$ cat src/rtl/fp_seq_pkg.sv
// fp_seq_pkg: shared types and constants for the FP job sequencer.
// Holds the FSM state enum, the quiet-NaN abort word and the data width.
package fp_seq_pkg;

  localparam int FP_DATA_W = 32;
  localparam logic [31:0] FP_QNAN = 32'h7FC0_0000;

  typedef enum logic [2:0] {
    IDLE,
    LOAD,
    START,
    WAIT,
    OUT
  } seq_state_e;

endpackage

$ cat src/rtl/fp_seq_if.sv
// fp_seq_if: upstream, core-side and downstream signals of the sequencer.
// master is the sequencer view, slave is the environment view.
interface fp_seq_if
  import fp_seq_pkg::*;
#(
  parameter int DATA_W = FP_DATA_W
);

  logic              in_valid;
  logic              in_ready;
  logic [DATA_W-1:0] in_data;
  logic [DATA_W-1:0] core_data;
  logic              core_start;
  logic              core_done;
  logic [DATA_W-1:0] core_result;
  logic              out_valid;
  logic              out_ready;
  logic [DATA_W-1:0] out_data;
  logic              out_timeout;
  logic              busy;

  modport master (
    input  in_valid, in_data,
    input  core_done, core_result,
    input  out_ready,
    output in_ready, core_data, core_start,
    output out_valid, out_data, out_timeout,
    output busy
  );

  modport slave (
    output in_valid, in_data,
    output core_done, core_result,
    output out_ready,
    input  in_ready, core_data, core_start,
    input  out_valid, out_data, out_timeout,
    input  busy
  );

endinterface

$ cat src/rtl/fp_seq_watchdog.sv
// fp_seq_watchdog: WAIT-cycle counter with clear, increment and expiry.
// expired is high while the count sits at TIMEOUT-1.
module fp_seq_watchdog #(
  parameter int TIMEOUT = 64,
  parameter int CNT_W   = $clog2(TIMEOUT)
) (
  input  logic clk,
  input  logic rst_n,
  input  logic clr,
  input  logic inc,
  output logic expired
);

  logic [CNT_W-1:0] cnt_q, cnt_d;

  always_comb begin
    cnt_d = cnt_q;
    if (clr) begin
      cnt_d = '0;
    end else if (inc) begin
      cnt_d = cnt_q + CNT_W'(1);
    end
  end

  always_ff @(posedge clk or negedge rst_n) begin
    if (!rst_n) begin
      cnt_q <= '0;
    end else begin
      cnt_q <= cnt_d;
    end
  end

  assign expired = (cnt_q == CNT_W'(TIMEOUT - 1));

endmodule

$ cat src/rtl/fp_job_sequencer.sv
// fp_job_sequencer: operand -> core start -> result job initiator.
// Optional watchdog abort under FP_SEQ_TIMEOUT_EN.
module fp_job_sequencer
  import fp_seq_pkg::*;
#(
  parameter int DATA_W  = FP_DATA_W,
  parameter int TIMEOUT = 64,
  parameter int CNT_W   = $clog2(TIMEOUT)
) (
  input logic      clk,
  input logic      rst_n,
  fp_seq_if.master bus
);

  seq_state_e        state_q, state_d;
  logic              in_ready_q, in_ready_d;
  logic              core_start_q, core_start_d;
  logic              out_valid_q, out_valid_d;
  logic              out_timeout_q, out_timeout_d;
  logic              busy_q, busy_d;
  logic [DATA_W-1:0] core_data_q, core_data_d;
  logic [DATA_W-1:0] out_data_q, out_data_d;
  logic              expired;

`ifdef FP_SEQ_TIMEOUT_EN
  fp_seq_watchdog #(
    .TIMEOUT (TIMEOUT),
    .CNT_W   (CNT_W)
  ) u_wdog (
    .clk     (clk),
    .rst_n   (rst_n),
    .clr     (state_q == START),
    .inc     ((state_q == WAIT) && !bus.core_done),
    .expired (expired)
  );
`else
  logic [CNT_W-1:0] unused_lim;
  assign unused_lim = CNT_W'(TIMEOUT - 1);
  assign expired    = 1'b0;
`endif

  always_comb begin
    state_d       = state_q;
    core_data_d   = core_data_q;
    out_data_d    = out_data_q;
    out_timeout_d = out_timeout_q;
    unique case (state_q)
      IDLE: begin
        if (bus.in_valid && in_ready_q) begin
          state_d     = LOAD;
          core_data_d = bus.in_data;
        end
      end
      LOAD:  state_d = START;
      START: state_d = WAIT;
      WAIT: begin
        // a completing core beats the watchdog on the same edge
        if (bus.core_done) begin
          state_d       = OUT;
          out_data_d    = bus.core_result;
          out_timeout_d = 1'b0;
        end else if (expired) begin
          state_d       = OUT;
          out_data_d    = DATA_W'(FP_QNAN);
          out_timeout_d = 1'b1;
        end
      end
      OUT: begin
        if (bus.out_ready) begin
          state_d = IDLE;
        end
      end
      default: state_d = IDLE;
    endcase
    in_ready_d   = (state_d == IDLE);
    core_start_d = (state_d == START);
    out_valid_d  = (state_d == OUT);
    busy_d       = (state_d != IDLE);
  end

  always_ff @(posedge clk or negedge rst_n) begin
    if (!rst_n) begin
      state_q       <= IDLE;
      in_ready_q    <= 1'b0;
      core_start_q  <= 1'b0;
      out_valid_q   <= 1'b0;
      out_timeout_q <= 1'b0;
      busy_q        <= 1'b0;
      core_data_q   <= '0;
      out_data_q    <= '0;
    end else begin
      state_q       <= state_d;
      in_ready_q    <= in_ready_d;
      core_start_q  <= core_start_d;
      out_valid_q   <= out_valid_d;
      out_timeout_q <= out_timeout_d;
      busy_q        <= busy_d;
      core_data_q   <= core_data_d;
      out_data_q    <= out_data_d;
    end
  end

  assign bus.in_ready    = in_ready_q;
  assign bus.core_start  = core_start_q;
  assign bus.out_valid   = out_valid_q;
  assign bus.out_timeout = out_timeout_q;
  assign bus.busy        = busy_q;
  assign bus.core_data   = core_data_q;
  assign bus.out_data    = out_data_q;

endmodule

$ cat src/flat_wrapper.sv
// flat-port wrapper written by rule: the top's interface ports become plain ports
module fp_job_sequencer_flat import fp_seq_pkg::*;
#(
  parameter int DATA_W  = FP_DATA_W,
  parameter int TIMEOUT = 64,
  parameter int CNT_W   = $clog2(TIMEOUT)
)
  (clk, rst_n, bus_in_valid, bus_in_data, bus_core_done, bus_core_result, bus_out_ready, bus_in_ready, bus_core_data, bus_core_start, bus_out_valid, bus_out_data, bus_out_timeout, bus_busy);
  fp_seq_if #(.DATA_W(DATA_W)) bus_i ();
  input logic clk;
  input logic rst_n;
  input wire logic [$bits(bus_i.in_valid)-1:0] bus_in_valid;
  input wire logic [$bits(bus_i.in_data)-1:0] bus_in_data;
  input wire logic [$bits(bus_i.core_done)-1:0] bus_core_done;
  input wire logic [$bits(bus_i.core_result)-1:0] bus_core_result;
  input wire logic [$bits(bus_i.out_ready)-1:0] bus_out_ready;
  output wire logic [$bits(bus_i.in_ready)-1:0] bus_in_ready;
  output wire logic [$bits(bus_i.core_data)-1:0] bus_core_data;
  output wire logic [$bits(bus_i.core_start)-1:0] bus_core_start;
  output wire logic [$bits(bus_i.out_valid)-1:0] bus_out_valid;
  output wire logic [$bits(bus_i.out_data)-1:0] bus_out_data;
  output wire logic [$bits(bus_i.out_timeout)-1:0] bus_out_timeout;
  output wire logic [$bits(bus_i.busy)-1:0] bus_busy;
  assign bus_i.in_valid = bus_in_valid;
  assign bus_i.in_data = bus_in_data;
  assign bus_i.core_done = bus_core_done;
  assign bus_i.core_result = bus_core_result;
  assign bus_i.out_ready = bus_out_ready;
  assign bus_in_ready = bus_i.in_ready;
  assign bus_core_data = bus_i.core_data;
  assign bus_core_start = bus_i.core_start;
  assign bus_out_valid = bus_i.out_valid;
  assign bus_out_data = bus_i.out_data;
  assign bus_out_timeout = bus_i.out_timeout;
  assign bus_busy = bus_i.busy;
  fp_job_sequencer #(.DATA_W(DATA_W), .TIMEOUT(TIMEOUT), .CNT_W(CNT_W)) u_core (.clk(clk), .rst_n(rst_n), .bus(bus_i));
endmodule
$ cat config.mk
export PLATFORM = sky130hd
export DESIGN_NAME = fp_job_sequencer_flat
export DESIGN_NICKNAME = d
export VERILOG_FILES = /design/src/rtl/fp_seq_pkg.sv /design/src/rtl/fp_seq_if.sv /design/src/rtl/fp_seq_watchdog.sv /design/src/rtl/fp_job_sequencer.sv /design/src/flat_wrapper.sv
export SDC_FILE = /design/constraint.sdc
export NUM_CORES = 1
export LEC_CHECK = 0
export BUFFER_PORTS_ARGS = -buffer_cell sky130_fd_sc_hd__buf_2
export CAP_MARGIN = 30
export CORE_UTILIZATION = 35
export DETAILED_ROUTE_END_ITERATION = 6
export GPL_TIMING_DRIVEN = 0
export PLACE_DENSITY = 0.69
export SYNTH_ARGS = -nofsm -noshare
export SYNTH_HDL_FRONTEND = slang
export SYNTH_SLANG_ARGS = --single-unit
export TNS_END_PERCENT = 100
$ cat constraint.sdc
create_clock -name clk -period 3.1 [get_ports clk]
set_input_delay 0 -clock clk [delete_from_list [all_inputs] [get_ports clk]]
set_output_delay 0 -clock clk [all_outputs]
set_load 0.05 [all_outputs]
# Word level (Yosys, flattened, before mapping)
# Index checks and enable logic that the tools add are counted.
[totals]
elab_cells = 23
out_inout_bits = 69
in_bits = 69
reg_bits = 71
[classes]
eq_ne = 6
mux = 4
n_reduce_logical = 6
[ops]
columns = ["op", "n"]
rows = [
  ["case mux 3 bit (5 select lines)", 1],
  ["equality test 3 x 2 -> 1 bit (second input constant)", 3],
  ["two-way mux 3 bit", 3],
  ["equality test 3 bit (second input constant)", 2],
  ["zero test 3 bit", 2],
  ["AND reduction 2 bit", 2],
  ["equality test 3 x 1 -> 1 bit (second input constant)", 1],
  ["nonzero test 3 bit", 1],
  ["logical AND 1 bit", 1],
]

# Longest topological paths before layout
[depth]
depth_word = 4
mapped_depth = 4

# Least setup slack after synthesis
# Ideal clock, no wire load.
[synth_path]
kind = "register to register"
startpoint = "reg u_core.in_ready_q, in the netlist u_core.bus.in_ready"
endpoint = "reg u_core.core_data_q[10], in the netlist u_core.bus.core_data[10]"
path_stages_with_launch = 5
arrival_time_ps = 1689
setup_time_ps = 125
synth_period_minus_slack_ps = 1814
slack_ps = 1286
path_cell_list = "dfrtp_1 > nand2_1 > nor4_4 > buf_6 > mux2_2"
[synth_between]
elab_chain_len = 2
[synth_rtl]
columns = ["item", "line_no", "source"]
rows = [
  ["start: declaration", "fp_job_sequencer.sv:16", "logic in_ready_q, in_ready_d;"],
  ["start signal: assignment", "fp_job_sequencer.sv:93", "in_ready_q <= in_ready_d;"],
  ["logical AND 1 bit", "fp_job_sequencer.sv:49", "if (bus.in_valid && in_ready_q) begin"],
  ["AND reduction 2 bit (no source line)", "n/a", ""],
  ["end signal: assignment", "fp_job_sequencer.sv:98", "core_data_q <= core_data_d;"],
  ["end: declaration", "fp_job_sequencer.sv:21", "logic [DATA_W-1:0] core_data_q, core_data_d;"],
]
# Every way passes these cells.
# A chain may end at the register's enable or synchronous reset.

# Worst setup path in the final report
[layout_path]
startpoint = "reg u_core.state_q[0]"
endpoint = "reg u_core.core_data_q[7], in the netlist u_core.bus.core_data[7]"
[layout_between]
elab_chain_len = 2
[layout_rtl]
columns = ["item", "line_no", "source"]
rows = [
  ["start: declaration", "fp_job_sequencer.sv:15", "seq_state_e state_q, state_d;"],
  ["start signal: assignment", "fp_job_sequencer.sv:92", "state_q <= state_d;"],
  ["zero test 3 bit", "fp_job_sequencer.sv:47", "unique case (state_q)"],
  ["AND reduction 2 bit (no source line)", "n/a", ""],
]
# Every way passes these cells.

==> flow_summary.yaml <==
die:
  row_count: 31
  fp.dieW_um: 89.4
  ios: 138
  initial_core_util_pct: 36.5
  chipHeight_um: 89.4
  die-area_sq_um: 7990
  design.core.area_sq_um: 7330
timing:
  rsz0062_at_grt: "no"
  fmax_mhz: 552
  setup_violations: 0
  fin_skew_ns: 0.00498
  slew_headroom_pct: 42.8
  slew_violations: 0
  min_period_ns: 1.81
  hold_viol_final: 0
  worstMarginPinSlew_ns: 0.858
  fin_crit_sh_pct: 58.4
  timing.setup.tns_ns: 0
clock_tree:
  cts-htree-levels: 3
  cts_tree: "done"
  root_buffer: "clkbuf_8"
  cts_buffers: 9
  cts.sinks: 71
  cts.clk_slew.worst_paths_ns: 0.07
  clk_latency_ns: 0.33
  cts_max_path_buffers: 2
  cts-resized-gates: 0
layout:
  num-nets-final: 441
  syn_to_final_growth_pct: 63.1
  fillers: 577
  drive_gt1_share_pct: 58.2
  n_antenna_cell: 0
worst_setup_path:
  crit_fanout: 10
  slowest_stage: "nor4_4"
  critical_path_buf_inv_count: 2
  cpPeakStageDelay_ns: 0.60
  worst_path_most_repeated_cell: "buf_6"
  start_kind: "flip-flop"
  crit_family: "simple AND/OR/NAND/NOR gates"
  crit_chain: "buf_6 -> nor4_4 -> buf_6 -> mux2_2"
  worstPathArrival_ns: 2.02
  cp.required_ns: 3.31
  cp-end-kind: "flip-flop"
  crit_type: "flip-flop to flip-flop"
global_routing:
  antenna_found_initial: 0
  grt_usage_pct: 14.9
  overflow: 0
  grt_start_max_net_pins: 72
  grt_pass1_wl_mm: 8.85
  grt_pass1_vias: 1952
pwr:
  vdd_drop_max_mv: 0.814
  power_per_cell_area_nw_per_um2: 1210
  p_total_mw: 5.26
  p_leak_nw: 2.13
drt:
  drc: 0
  firstDrtPassIters: 4
  num_vias: 2055
  drtIter0Drc: 26
  wl_per_cell_um: 12.5
  drt_wl_total_mm: 5.95
  detail-route-antenna-nets: 0
  viasPerCell: 4.33
run_status:
  status: "finished clean"
placement:
  hpwl_mm: 3.68
  gp_congestion: 0.692
  place.port_buffers: 136
logic_synthesis:
  ys_warn_count: 0
  syn_inst: 158
  ys_seq_elements: 71
  synth_seq_area_share_pct: 66.4
  avgSynthCellArea_sq_um: 16.9
  yosys.cell_types.count: 18
  synth_area_sq_um: 2670
  syn_nets: 227
hold_path:
  hold_class: "input port to flip-flop"
flow_run:
  maxCapViolations: 0
## report_power, final
part | switching, mW | internal (mW) | total, mW
logic | 2.06 | 0.828 | 2.89
clock network | 0.333 | 0.447 | 0.780
registers | 0.203 | 1.39 | 1.59
total | 2.60 | 2.66 | 5.26
## per-stage QoR
stage	util, %	cells	instance area, sq um	worst slack (ns)	hold slack, ns
CTS	59.5	475	4360	1.27	0.190
global placement	47.4	393	3480	1.32	0.199
global route	59.5	475	4360	1.21	0.203
detailed placement	47.5	393	3480	1.28	0.181
floorplan	-	158	2670	1.29	-0.296
finish	59.5	475	4360	1.29	0.204
## placed cells by master, fill, tap and decap left out, drive strengths merged
master,Yosys,final
nor4,1,1
bufinv,0,2
dlygate4sd3,0,67
conb,1,1
buf,9,145
nand2,2,2
or3,1,1
o21bai,1,1
mux2,64,64
a31o,1,1
a31oi,1,1
o41ai,2,2
nor3b,1,1
nand4b,1,1
dfrtp,71,71
clkinvlp,0,1
nor3,1,1
inv,1,1
clkinv,0,3
clkbuf,0,9
## cell families (layout without fill, tap and decap cells)
logic type | count (synthesis) | in the layout | share of synthesized area, %
multiplexers | 64 | 64 | 27.0
buffers and inverters | 10 | 228 | 2.85
flip-flops | 71 | 71 | 66.4
other | 1 | 1 | 0.140
AO/OA/AOI/OAI | 5 | 5 | 1.50
AND/OR/NAND/NOR | 7 | 7 | 2.11
## synthesized netlist by cell type
cell type | instances | area share (%)
mux2_2 | 57 | 24
a31oi_1 | 1 | 0.23
nor3b_1 | 1 | 0.28
a31o_2 | 1 | 0.33
dfrtp_1 | 71 | 66
buf_2 | 4 | 0.75
o41ai_1 | 2 | 0.66
conb_1 | 1 | 0.14
buf_4 | 1 | 0.28
nand4b_1 | 1 | 0.33
nor3_1 | 1 | 0.19
or3_1 | 1 | 0.23
buf_6 | 4 | 1.7
o21bai_1 | 1 | 0.28
inv_1 | 1 | 0.14
mux2_1 | 7 | 2.9
nand2_1 | 2 | 0.28
nor4_4 | 1 | 0.80
## metal layers
| layer | vias up | track usage [%] | part of all wire, % |
|---|---|---|---|
| li1 | 987 | - | - |
| met1 | 977 | 16.3 | 40 |
| met2 | 87 | 26.4 | 52 |
| met3 | 4 | 6.19 | 7.8 |
| met4 | 0 | 4.33 | 0.32 |
| met5 | - | 0 | 0 |
## sequential cells by signal, summed over array words and instances, names as in the netlist
| name | flops |
|---|---|
| u_core.bus.core_data | 32 |
| u_core.bus.out_data | 32 |
| u_core.state_q | 3 |
| u_core.bus.busy | 1 |
| u_core.bus.core_start | 1 |
| u_core.bus.in_ready | 1 |
| u_core.bus.out_valid | 1 |
## worst min-delay path: cells and delay by family
| family | cells | cell delay [ns] |
|---|---|---|
| muxes | 1 | 0.22 |
| buffers and inverters | 1 | 0.10 |
| and+or+nand+nor | 2 | 0.18 |
## repair_timing
action,4_1_cts,5_1_grt
hold buffers,67,0
setup buffers,0,0
endpoints found under the hold margin,139,0
## worst paths after layout
| check | startpoint | to | depth (start not counted) | slack (ns) |
|---|---|---|---|---|
| min in group asynchronous | rst_n | u_core.bus.core_data[10] | 2 | 0.33 |
| min | bus_in_valid | u_core.bus.core_data[1] | 4 | 0.20 |
| max reg2reg | u_core.state_q[0] | u_core.bus.core_data[7] | 4 | 1.29 |
| max in group asynchronous | rst_n | u_core.bus.out_valid | 2 | 2.21 |
| max | u_core.state_q[0] | u_core.bus.core_data[7] | 4 | 1.29 |
| min reg2reg | u_core.bus.core_data[30] | u_core.bus.core_data[30] | 1 | 0.49 |
## cell type report
| cell class | count | area, sq um | share of cell area (%) |
|---|---|---|---|
| flip-flops and latches | 71 | 1780 | 40.7 |
| repair buffers | 203 | 1350 | 31.0 |
| multi-input cells | 77 | 821 | 18.8 |
| clock buffers | 9 | 124 | 2.84 |
| well taps | 99 | 124 | 2.84 |
| clock inverters | 6 | 86.3 | 1.98 |
| plain buffers | 9 | 72.6 | 1.66 |
| inverters | 1 | 3.75 | 0.0861 |
(Power assumes the default switching activity.)
